--- src/rtl/cia_access_sched.sv ---
// Shares one mos6526 register port between the CPU (always first) and a queued auxiliary requester.
// Optional macro CIA_SCHED_ICR_GUARD_EN suppresses auxiliary reads of the ICR (rs=0xD).
module cia_access_sched #(
  parameter int unsigned FIFO_DEPTH = 4
) (
  input  logic       clk,
  input  logic       res_n,
  input  logic       phi2_p,
  input  logic       phi2_n,
  input  logic       cpu_cs_n,
  input  logic       cpu_rw,
  input  logic [3:0] cpu_rs,
  input  logic [7:0] cpu_di,
  input  logic       aux_valid,
  output logic       aux_ready,
  input  logic       aux_rw,
  input  logic [3:0] aux_rs,
  input  logic [7:0] aux_di,
  output logic       rsp_valid,
  output logic [7:0] rsp_data,
  output logic       rsp_blocked,
  output logic       cia_cs_n,
  output logic       cia_rw,
  output logic [3:0] cia_rs,
  output logic [7:0] cia_db_in,
  input  logic [7:0] cia_db_out,
  output logic [7:0] starve_cnt
);

  localparam int unsigned PW = $clog2(FIFO_DEPTH);
  localparam logic [PW:0] DepthCnt = FIFO_DEPTH[PW:0];

  typedef enum logic [1:0] {StIdle, StArmed, StCapture} state_e;

  state_e        state_q, state_d;
  logic [12:0]   fifo_mem [FIFO_DEPTH];
  logic [PW-1:0] wr_ptr_q, rd_ptr_q;
  logic [PW:0]   cnt_q, cnt_d;
  logic          aux_ready_q;
  logic          rsp_valid_q, rsp_valid_d;
  logic [7:0]    rsp_data_q, rsp_data_d;
  logic          rsp_blocked_q, rsp_blocked_d;
  logic [7:0]    starve_q, starve_d;
  logic          push, pop, issue;
  logic [12:0]   head;
  logic          head_rw, head_blocked;
  logic [3:0]    head_rs;
  logic [7:0]    head_di;

  assign push    = aux_valid & aux_ready_q;
  assign head    = fifo_mem[rd_ptr_q];
  assign head_rw = head[12];
  assign head_rs = head[11:8];
  assign head_di = head[7:0];

`ifdef CIA_SCHED_ICR_GUARD_EN
  // Reading the ICR clears pending interrupts the CPU has not seen yet.
  assign head_blocked = head_rw && (head_rs == 4'hD);
`else
  assign head_blocked = 1'b0;
`endif

  always_comb begin
    state_d       = state_q;
    pop           = 1'b0;
    issue         = 1'b0;
    rsp_valid_d   = 1'b0;
    rsp_data_d    = rsp_data_q;
    rsp_blocked_d = rsp_blocked_q;
    starve_d      = starve_q;
    unique case (state_q)
      StIdle: begin
        if (phi2_p && (cnt_q != '0)) state_d = StArmed;
      end
      StArmed: begin
        if (phi2_n) begin
          if (!cpu_cs_n) begin
            if (starve_q != 8'hFF) starve_d = starve_q + 8'd1;
          end else begin
            starve_d = 8'd0;
            if (head_blocked) begin
              pop           = 1'b1;
              rsp_valid_d   = 1'b1;
              rsp_data_d    = 8'h00;
              rsp_blocked_d = 1'b1;
              state_d       = StIdle;
            end else if (head_rw) begin
              issue   = 1'b1;
              state_d = StCapture;
            end else begin
              issue         = 1'b1;
              pop           = 1'b1;
              rsp_valid_d   = 1'b1;
              rsp_data_d    = 8'h00;
              rsp_blocked_d = 1'b0;
              state_d       = StIdle;
            end
          end
        end
      end
      StCapture: begin
        pop           = 1'b1;
        rsp_valid_d   = 1'b1;
        rsp_data_d    = cia_db_out;
        rsp_blocked_d = 1'b0;
        state_d       = StIdle;
      end
      default: state_d = StIdle;
    endcase
  end

  always_comb begin
    unique case ({push, pop})
      2'b10:   cnt_d = cnt_q + 1'b1;
      2'b01:   cnt_d = cnt_q - 1'b1;
      default: cnt_d = cnt_q;
    endcase
  end

  always_ff @(posedge clk or negedge res_n) begin
    if (!res_n) begin
      state_q       <= StIdle;
      wr_ptr_q      <= '0;
      rd_ptr_q      <= '0;
      cnt_q         <= '0;
      aux_ready_q   <= 1'b0;
      rsp_valid_q   <= 1'b0;
      rsp_data_q    <= 8'h00;
      rsp_blocked_q <= 1'b0;
      starve_q      <= 8'h00;
    end else begin
      state_q       <= state_d;
      cnt_q         <= cnt_d;
      aux_ready_q   <= (cnt_d != DepthCnt);
      rsp_valid_q   <= rsp_valid_d;
      rsp_data_q    <= rsp_data_d;
      rsp_blocked_q <= rsp_blocked_d;
      starve_q      <= starve_d;
      if (push) wr_ptr_q <= wr_ptr_q + 1'b1;
      if (pop)  rd_ptr_q <= rd_ptr_q + 1'b1;
    end
  end

  always_ff @(posedge clk) begin
    if (push) fifo_mem[wr_ptr_q] <= {aux_rw, aux_rs, aux_di};
  end

  // Port mux is combinational so the CPU and the single-clk aux strobe reach the CIA undelayed.
  always_comb begin
    cia_cs_n  = 1'b1;
    cia_rw    = cpu_rw;
    cia_rs    = cpu_rs;
    cia_db_in = cpu_di;
    if (!res_n) begin
      cia_rw    = 1'b1;
      cia_rs    = 4'h0;
      cia_db_in = 8'h00;
    end else if (!cpu_cs_n) begin
      cia_cs_n = 1'b0;
    end else if (issue) begin
      cia_cs_n  = 1'b0;
      cia_rw    = head_rw;
      cia_rs    = head_rs;
      cia_db_in = head_di;
    end
  end

  assign aux_ready   = aux_ready_q;
  assign rsp_valid   = rsp_valid_q;
  assign rsp_data    = rsp_data_q;
  assign rsp_blocked = rsp_blocked_q;
  assign starve_cnt  = starve_q;

endmodule
--- config.mk ---
export PLATFORM = sky130hd
export DESIGN_NAME = cia_access_sched
export DESIGN_NICKNAME = d
export VERILOG_FILES = /design/src/rtl/cia_access_sched.sv
export SDC_FILE = /design/constraint.sdc
export NUM_CORES = 1
export LEC_CHECK = 0
export BUFFER_PORTS_ARGS = -buffer_cell sky130_fd_sc_hd__buf_2
export CELL_PAD_IN_SITES_DETAIL_PLACEMENT = 1
export CELL_PAD_IN_SITES_GLOBAL_PLACEMENT = 1
export CORE_MARGIN = 4
export CORE_UTILIZATION = 40
export CTS_CLUSTER_DIAMETER = 120
export DETAILED_ROUTE_END_ITERATION = 16
export GPL_ROUTABILITY_DRIVEN = 1
export PLACE_DENSITY_LB_ADDON = 0.3
export SLEW_MARGIN = 40
export SYNTH_ARGS = -nofsm -noshare
export SYNTH_HDL_FRONTEND = slang
export SYNTH_SLANG_ARGS = --single-unit
export TNS_END_PERCENT = 50
--- constraint.sdc ---
create_clock -name clk -period 6.4 [get_ports clk]
set_input_delay 0.32 -clock clk [delete_from_list [all_inputs] [get_ports clk]]
set_output_delay 0.32 -clock clk [all_outputs]
set_load 0.01 [all_outputs]
==> results of run 1 <==
## cell usage in the layout, fill, tap and decap left out, types with 5 or more instances in the layout
cell / n
a32o_1: 8
nor2_1: 7
dfrtp_1: 26
mux4_2: 9
a21oi_1: 7
buf_2: 70
nand2_1: 38
a21boi_0: 12
ha_1: 9
and3_1: 5
o21ai_0: 5
nand3_1: 6
o31ai_1: 5
inv_1: 10
edfxtp_1: 52
clkbuf_8: 9
## worst paths after layout
check	start	end	slack, ns	depth (start not counted)
max	state_q[1]$_DFFE_PN0P_	aux_ready$_DFF_PN0_	3.01	13
min	aux_di[0]	fifo_mem[0][0]$_DFFE_PP_	0.19	1
max reg2reg	state_q[1]$_DFFE_PN0P_	aux_ready$_DFF_PN0_	3.01	13
min reg2reg	rsp_data[7]$_DFFE_PN0P_	rsp_data[7]$_DFFE_PN0P_	0.49	1
max in group asynchronous	res_n	rd_ptr_q[0]$_DFFE_PN0P_	5.56	2
min in group asynchronous	res_n	starve_cnt[4]$_DFFE_PN0P_	0.47	2
## report_power, final
| part | switching, mW | total [mW] | internal, mW |
|---|---|---|---|
| sequential | 0.101 | 0.778 | 0.678 |
| clock | 0.182 | 0.359 | 0.177 |
| combinational | 0.283 | 0.515 | 0.232 |
| total | 0.566 | 1.65 | 1.09 |
## synth_stat cells
library cell | count | share of area
o21ai_4 | 1 | 0.0046
o211ai_1 | 4 | 0.0085
nor2_1 | 7 | 0.0074
and3_1 | 5 | 0.0088
inv_1 | 10 | 0.011
mux2_2 | 1 | 0.0032
buf_4 | 2 | 0.0042
nand2_1 | 38 | 0.040
edfxtp_1 | 52 | 0.44
xor2_1 | 2 | 0.0049
mux4_1 | 4 | 0.030
a21o_1 | 1 | 0.0021
nor2_4 | 1 | 0.0032
dfrtp_1 | 27 | 0.19
fa_1 | 1 | 0.0056
conb_1 | 1 | 0.0011
buf_2 | 6 | 0.0085
nand3_1 | 6 | 0.0085
nand3b_1 | 1 | 0.0021
mux2i_1 | 2 | 0.0056
o311ai_4 | 1 | 0.0074
o31ai_1 | 5 | 0.011
nand2b_1 | 3 | 0.0053
mux4_2 | 9 | 0.057
a21boi_0 | 12 | 0.025
or3_1 | 2 | 0.0035
or4_1 | 2 | 0.0042
a32o_1 | 8 | 0.023
clkbuf_1 | 4 | 0.0042
nand4_1 | 1 | 0.0018
xnor2_1 | 3 | 0.0074
a21oi_2 | 1 | 0.0025
nor3_1 | 3 | 0.0042
ha_1 | 9 | 0.032
a21oi_1 | 7 | 0.0099
o22a_1 | 1 | 0.0025
buf_6 | 1 | 0.0032
o21ai_0 | 5 | 0.0071
## metrics by stage
stage               instances  area [um2]  setup slack, ns  hold slack, ns
CTS                       431        4170             2.98           0.171
global placement          415        3970             3.15           0.468
detailed placement        415        3970             2.98           0.318
floorplan                 249        3550             3.84          0.0244
finish                    431        4170             3.01           0.191
global route              431        4170             2.66           0.180
## metal layers
layer	track usage	wire, um	up-vias
li1	-	-	1076
met2	0.270	3940	52
met4	0.0636	126	0
met3	0.0314	356	10
met1	0.205	3430	1131
met5	0	0	-
## registers in the layout, indices dropped and copies added (netlist names), 2 cells and up
register,count
rsp_data,8
cnt_q,3
fifo_mem,52
state_q,2
starve_cnt,8
rd_ptr_q,2
wr_ptr_q,2
## area by class of cell
| cell class | count | area (um2) |
|---|---|---|
| fill | 922 | 4510 |
| sequential | 79 | 2240 |
| multi-input combinational | 147 | 1200 |
| timing repair buffer | 72 | 368 |
| tap | 108 | 135 |
| clock buffer | 9 | 124 |
| clock inverter | 6 | 62.6 |
| inverter | 10 | 37.5 |
## worst register-to-register path, stage by stage (launching register included)
cell     delay, ns
dfrtp_1       0.41
inv_1         0.09
ha_1          0.43
nand3_1       0.65
nor2_4        0.35
nor2_1        0.06
nor2_1        0.15
ha_1          0.20
inv_1         0.06
fa_1          0.37
xor2_1        0.15
nor2_1        0.12
xor2_1        0.19
nand2_1       0.07
## cells by family after synthesis
logic type,synth area share
flops,0.631
simple gates,0.0892
compound gates,0.103
buf+inv,0.0307
mux,0.0956
fa+ha+maj,0.0374
xor+xnor,0.0123
other cells,0.00106
==> impl_results.md, run 1 <==
* Outcome: finished, final reports clean
* Core area at ~8700 um2
* Cts bufs inserted at 9
* Initial detailed-routing violation count at 49
* Io pins at 73
* Slew @ Worst Pin at about 0.77 ns
* Slew Limit Fails at 0
* Yosys reg bits at between 70 and 80
* Largest buffer count on any clock path at 2
* First-pass GRT wire length at between 10000 and 15000 um
* PD cells at approximately 400 nW/um2
* Routability cong. at around 0.79
* Max-cap check violation count at 0
* Minimum clock period at 3.39 ns
* Via count at 2269
* Final hold violations at 0
* Total die area at about 10000 um2
* Die width at 102 um
* Critical Path, Cell by Cell: inv_1 > ha_1 > nand3_1 > nor2_4 > nor2_1 > nor2_1 > ha_1 > inv_1 > fa_1 > xor2_1 > nor2_1 > xor2_1 > nand2_1
* Initial antenna violation count at 0
* Area Overhead vs Synth at 17.5%
* Total Power at between 1.5 and 2 mW
* Floorplan row count at 34
* Number of global-route vias before repair at approximately 2400
* Crit path max-delay cell type: nand3_1
* Nature of the critical path startpoint: flip-flop
* Peak supply drop at 0.147 mV
* Fmax at about 0.30 GHz
* HP Class: in -> reg
* Slew headroom at 0.487
* WS Path Type: reg -> reg
* Final antenna-violating net count at 0
* Gr usage total at 0.161
* Clk_lat worst skew at 0.35 ns
* Clock sink total at 79
* TritonCTS clock tree: done
* Root Driver: clkbuf_8
* Wire length per cell at approximately 18 um
* Top cell by count, worst path: nor2_1
* Setup skew after layout at about 0.010 ns
* Cts repair resizes at 0
* Clk slew on worst S/H paths at about 0.090 ns
* CTS HTree Levels at 3
* Largest net degree at the start of global routing at 42
* Grt ovf at 0
* Proportion of layout cells with a drive suffix above 1 at 0.310
* Final WL at ~8000 um
* Final nets at approximately 370
* Post-synthesis cell type count at 38
* Syn_nets at 299
* Hold buffers post-CTS at 1
* Drt pass-1 iters at 4
* Delay-heaviest family, CP: simple AND/OR/NAND/NOR gates
* Via density at about 5.3
* Syn Inst Count at ~250
* Die height at between 100 and 150 um
* Critical Path AT at about 3.6 ns
* Detail Placement HPWL at ~5400 um
* Setup Fix Bufs, Post-CTS at 0
* RSZ-0062 raised after global routing: false
* # DRC at 0
* Period utilisation layout at 0.529
* Avg Inst Size Synth at 14.2 um2
* CP endpoint kind: flip-flop
* Synth Cell Area at 3550 um2
* Sequential fraction of the synthesis area at 0.631
* Leak Pwr at 1.71 nW
* CP Buf/Inv Count at 2
* Worst stage delay on the critical path at approximately 0.64 ns
* Ys Warns at 0
* Final TNS setup at 0 ns
* Required time worst endpoint at between 6 and 7 ns
* Final Util at 0.480
* Port bufs at 71
* Endpoints failing setup at 0
* CP max FO at 16
* Initial Util at 0.409
* Diodes inserted at 0
(Power assumes the default switching activity.)
==> run 2: changes to the inputs <==
Clock period 6.4 ns to 3.2 ns, I/O delays scaled along.
==> run 2 against run 1 <==
Compared with the run above:
- non-clock buffer count increased by 5
- critical path depth decreased by 6
- via count increased by 1.9%
==> impl_results.md, run 2 (same netlist as run 1, synthesis figures left out) <==
* Largest net degree at the start of global routing at 42 (unchanged)
* TritonCTS clock tree: done
* Wire length per cell at 18.3 um (+0.67%)
* Slew Limit Fails at 0 (unchanged)
* Nature of the critical path startpoint: flip-flop
* Max reg flops at 52 (unchanged)
* Largest reg by FF count: fifo_mem
* Cts bufs inserted at 9 (unchanged)
* Required time worst endpoint at 3.04 ns (-3.60 ns)
* Hold depth at 1 (unchanged)
* Proportion of layout cells with a drive suffix above 1 at 0.319 (+0.00955)
* Final antenna-violating net count at 0 (unchanged)
* Area Overhead vs Synth at 18.1%
* Fin cells at 437 (+1.4%)
* Peak supply drop at 0.269 mV (+83%)
* Most frequent cells in the layout: buf_2 (70), edfxtp_1 (52), nand2_1 (38)
* Final TNS setup at 0 ns (unchanged)
* Fillers at 915 (-0.76%)
* Root Driver: clkbuf_8
* Routability cong. at 0.755 (-4.1%)
* Clk slew on worst S/H paths at 0.09 ns (about the same)
* Cts repair resizes at 0 (unchanged)
* Final WL at 8020 um (+2.1%)
* Outcome: finished, final reports clean
* # DRC at 0 (unchanged)
* Leak Pwr at 1.73 nW (+1.4%)
* CP max FO at 18 (+2)
* P_sw at 1.16 mW (+110%)
* Die height at 102 um (unchanged)
* Power share of the clock group at 0.199 (-0.018)
* Initial Util at 0.409 (unchanged)
* Max-cap check violation count at 0 (unchanged)
* Cells after DPL at 420 (+1.2%)
* CP endpoint kind: output pin
* Internal Pwr Total at 2.13 mW (+96%)
* Sequential group share of total power at 0.452 (-0.019)
* Critical Path AT at 2.50 ns (-1.13 ns)
* Period utilisation layout at 0.831
* CTS HTree Levels at 3 (unchanged)
* Minimum clock period at approximately 2.7 ns
* Port bufs at 71 (unchanged)
* Via count at 2311 (+1.9%)
* Grt ovf at 0 (unchanged)
* Slew headroom at 0.487 (+0.000560)
* RSZ-0062 raised after global routing: false
* Clk_lat worst skew at 0.35 ns (about the same)
* Setup Fix Bufs, Post-CTS at 0 (unchanged)
* Largest buffer count on any clock path at 2 (unchanged)
* Die width at 102 um (unchanged)
* Setup skew after layout at 0.0136 ns (+0.00366 ns)
* Logic pwr share at 0.349 (+0.037)
* Detail Placement HPWL at 5590 um (+2.7%)
* Core area at 8680 um2 (unchanged)
* Endpoints failing setup at 0 (unchanged)
* Final nets at 374 (+1.4%)
* WS Path Type: reg -> out
* Clock sink total at 79 (unchanged)
* Slew @ Worst Pin at 0.769 ns (+0.00131 ns)
* Total die area at 10400 um2 (unchanged)
* Diodes inserted at 0 (unchanged)
* Commonest non-fill, non-tap cell in the layout: buf_2
* Floorplan row count at 34 (unchanged)
* Gr usage total at 0.165 (+0.00442)
* Final hold violations at 0 (unchanged)
* PD cells at 786 nW/um2 (+98%)
* Number of global-route vias before repair at 2545 (+5.3%)
* Initial antenna violation count at 0 (unchanged)
* First-pass GRT wire length at 12900 um (+3.2%)
* Sw Share at 0.353 (+0.0107)
* Initial detailed-routing violation count at 113 (+130%)
* R2R cell count at 11 (-2)
* Fmax at 0.376 GHz
* Drt pass-1 iters at 4 (unchanged)
* HP Class: in -> reg
* Io pins at 73 (unchanged)
* Via density at 5.29 (+0.45%)
## run 2: cell types whose count changed in the layout (fill, tap and decap cells not counted), sizes merged
| cell | previous run | this run |
|---|---|---|
| bufinv | 1 | 0 |
| buf | 71 | 76 |
| inv | 10 | 11 |
| clkinvlp | 2 | 1 |
| clkinv | 3 | 5 |
## run 2: layer usage
layer	track usage	vias to the layer above	wire length [um]
met5	0	-	0
met3	0.0328	10	395
met2	0.276	62	4010
met1	0.208	1162	3480
met4	0.0737	0	127
li1	-	1077	-
## run 2: stage by stage
stage / utilization / cell area, um2 / hold WS, ns / power, mW / setup slack (ns)
6_report: 0.483 / 4190 / 0.0208 / 3.29 / 0.541
3_5_place_dp: 0.462 / 4010 / 0.161 / 2.69 / 0.628
5_1_grt: 0.483 / 4190 / 0.00745 / 3.53 / 0.347
3_3_place_gp: 0.461 / 4000 / 0.318 / 2.62 / 0.700
4_1_cts: 0.483 / 4190 / 0.000317 / 3.34 / 0.498
2_1_floorplan: - / 3550 / -0.136 / 2.29 / 0.643
## run 2: cell type report
type	instances	area [um2]	area share
Clock buffer	9	124	0.0296
Clock inverter	7	47.5	0.0114
Inverter	10	37.5	0.00896
Multi-Input combinational cell	147	1200	0.287
Sequential cell	79	2240	0.534
Tap cell	108	135	0.0323
Timing Repair Buffer	77	405	0.0968
## run 2: final timing paths
path / from / end / slack [ns]
max in group asynchronous: res_n / rd_ptr_q[1]$_DFFE_PN0P_ / 2.53
setup / recovery: state_q[1]$_DFFE_PN0P_ / cia_rw / 0.54
hold / removal: aux_rs[3] / fifo_mem[3][11]$_DFFE_PP_ / 0.02
min in group asynchronous: res_n / starve_cnt[1]$_DFFE_PN0P_ / 0.32
hold reg to reg: rsp_data[6]$_DFFE_PN0P_ / rsp_data[6]$_DFFE_PN0P_ / 0.49
setup reg to reg: rd_ptr_q[0]$_DFFE_PN0P_ / aux_ready$_DFF_PN0_ / 0.63
## run 2: power by group through the flow
| stage | logic, mW | registers [mW] | clock network, mW |
|---|---|---|---|
| floorplan | 0.794 | 1.50 | 0 |
| global placement | 1.13 | 1.49 | 0 |
| detailed placement | 1.17 | 1.51 | 0 |
| CTS | 1.17 | 1.49 | 0.680 |
| global route | 1.29 | 1.52 | 0.731 |
| finish | 1.15 | 1.49 | 0.654 |
## run 2: repair_timing
action | 4_1_cts | 5_1_grt
setup endpoints to repair | 0 | 0
hold buffers | 1 | 0
hold endpoints to repair | 27 | 0
## run 2: worst max-delay path, cell delays in order (launching register included)
cell     delay (ns)
dfrtp_1        0.42
inv_1          0.10
ha_1           0.17
buf_4          0.19
and3_1         0.68
nor2_1         0.12
o21ai_0        0.28
buf_2          0.19
==> run 3: changes to the inputs <==
Clock period 3.2 ns to 2.51 ns, I/O delays scaled along.
==> run 3 against run 2 <==
Compared with the run above:
- clock skew fell by 0.0021 ns
- clock-buffer cell count rose by 1
- register-to-register slack got worse by 0.54 ns
==> impl_results.md, run 3 (same netlist as run 1, synthesis figures left out) <==
* Max-cap check violation count at 0 (unchanged)
* Gr usage total at 0.166 (+0.000505)
* Worst stage delay on the critical path at 0.56 ns (-0.12 ns)
* Endpoints failing setup at 0 (unchanged)
* HP Class: in -> reg
* Wire length per cell at 18.0 um (-2.1%)
* Slew Limit Fails at 0 (unchanged)
* Worst R2R Setup Slack at 0.09 ns (-0.54 ns)
* Initial antenna violation count at 0 (unchanged)
* Clk slew on worst S/H paths at 0.08 ns (about the same)
* CTS HTree Levels at 3 (unchanged)
* RSZ-0062 raised after global routing: true
* Total die area at 10400 um2 (unchanged)
* Via density at 5.28 (about the same)
* Crit path max-delay cell type: mux4_2
* First-pass GRT wire length at 13000 um (+0.69%)
* Storage cell area at 2240 um2 (unchanged)
* Slew headroom at 0.524 (+0.0371)
* # DRC at 0 (unchanged)
* Clk_lat worst skew at 0.34 ns (about the same)
* Final hold violations at 0 (unchanged)
* Area Overhead vs Synth at 23.0%
* Minimum clock period at around 2.4 ns
* Number of global-route vias before repair at 2534 (-0.43%)
* Critical Path AT at 2.64 ns (+0.14 ns)
* Critical Path, Cell by Cell: mux4_2 > nor2_4 > nor2_2 > nor2_2 > ha_2 > inv_2 > fa_2 > xor2_1 > nor2_1 > xor2_1 > nand2_1
* PD cells at 993 nW/um2 (+26%)
* Drt pass-1 iters at 4 (unchanged)
* Grt ovf at 0 (unchanged)
* Final antenna-violating net count at 0 (unchanged)
* Routability cong. at 0.787 (+4.3%)
* Core area at 8680 um2 (unchanged)
* Total Power at 4.34 mW (+32%)
* CP endpoint kind: flip-flop
* Area of the multi-input gates at 1220 um2 (+1.3%)
* Slew @ Worst Pin at 0.713 ns (-0.0557 ns)
* Max reg flops at 52 (unchanged)
* Clock sink total at 79 (unchanged)
* Final nets at 390 (+4.3%)
* Period utilisation layout at 0.962
* Via count at 2394 (+3.6%)
* Peak supply drop at 0.386 mV (+43%)
* Delay-heaviest family, CP: multiplexers
* Io pins at 73 (unchanged)
* Fillers at 913 (-0.22%)
* Largest buffer count on any clock path at 2 (unchanged)
* Cts bufs inserted at 9 (unchanged)
* Setup skew after layout at 0.0116 ns (-0.00205 ns)
* Die height at 102 um (unchanged)
* Diodes inserted at 0 (unchanged)
* WS Path Type: reg -> reg
* Die width at 102 um (unchanged)
* Commonest non-fill, non-tap cell in the layout: buf_2
* Port bufs at 71 (unchanged)
* Floorplan row count at 34 (unchanged)
* Final TNS setup at 0 ns (unchanged)
* Outcome: finished, final reports clean
* Root Driver: clkbuf_8
* Detail Placement HPWL at 5550 um (-0.73%)
* CP Buf/Inv Count at 1 (-2)
* Nature of the critical path startpoint: flip-flop
* Most frequent cells in the layout: buf_2 (71), edfxtp_1 (52), nand2_1 (38)
* Required time worst endpoint at 2.74 ns (-0.30 ns)
* Initial Util at 0.409 (unchanged)
* TritonCTS clock tree: done
* Largest reg by FF count: fifo_mem
* Fmax at approximately 0.41 GHz
* Largest net degree at the start of global routing at 31 (-26%)
* Initial detailed-routing violation count at 101 (-11%)
* Final WL at 8140 um (+1.5%)
* CP max FO at 2 (-16)
* Proportion of layout cells with a drive suffix above 1 at 0.339 (+0.0200)
* Leak Pwr at 1.80 nW (+4.2%)
[run 3: stage by stage]
stage               hold WS [ns]   util  cell area [um2]  setup slack (ns)  instances
finish                   0.00696  0.503             4360            0.0944        453
global route             0.00463  0.503             4360           -0.0797        453
CTS                      0.00234  0.500             4340           0.00566        451
detailed placement         0.176  0.465             4040           -0.0204        424
global placement           0.167  0.465             4040             0.106        424
floorplan                 -0.170      -             3550            0.0140        249
[run 3: final cells by class]
| cell class | count | share of cell area |
|---|---|---|
| Multi-Input combinational cell | 147 | 0.279 |
| Clock inverter | 6 | 0.0140 |
| Timing Repair Buffer | 93 | 0.126 |
| Tap cell | 108 | 0.0310 |
| Inverter | 10 | 0.00860 |
| Clock buffer | 10 | 0.0292 |
| Sequential cell | 79 | 0.513 |
[run 3: worst register-to-register path, delay by kind of cell, from the launching register on]
kind                     cells  cell delay, ns
XOR/XNOR                     2            0.34
adder cells (fa/ha/maj)      2            0.53
buffers and inverters        1            0.04
flip-flops                   1            0.38
multiplexers                 1            0.56
AND/OR/NAND/NOR              5            0.47
[run 3: per-layer routing]
metal / part of all wire / track usage / up-vias
met1: 0.45 / 0.217 / 1211
met2: 0.49 / 0.274 / 58
met3: 0.046 / 0.0314 / 13
li1: - / - / 1112
met4: 0.017 / 0.0636 / 0
met5: 0 / 0 / -
[run 3: report_power, final]
group / internal, mW / switching [mW]
clock network: 0.455 / 0.456
registers: 1.73 / 0.161
logic: 0.672 / 0.862
total: 2.86 / 1.48
[run 3: worst paths after layout]
path | startpoint | endpoint | cells after the start
worst min-delay path | aux_di[5] | fifo_mem[0][5]$_DFFE_PP_ | 1
max in group asynchronous | res_n | starve_cnt[1]$_DFFE_PN0P_ | 3
worst max register to register | rd_ptr_q[0]$_DFFE_PN0P_ | aux_ready$_DFF_PN0_ | 11
worst min register to register | rsp_data[0]$_DFFE_PN0P_ | rsp_data[0]$_DFFE_PN0P_ | 1
min in group asynchronous | res_n | starve_cnt[3]$_DFFE_PN0P_ | 2
worst max-delay path | rd_ptr_q[0]$_DFFE_PN0P_ | aux_ready$_DFF_PN0_ | 11
[run 3: repair_timing]
item / CTS / global route
pin swaps: 4 / 3
buffers inserted: 2 / 1
hold buffers: 9 / 1
endpoints found under the hold margin: 47 / 3
gates resized for setup: 2 / 4
setup endpoints to repair: 1 / 5
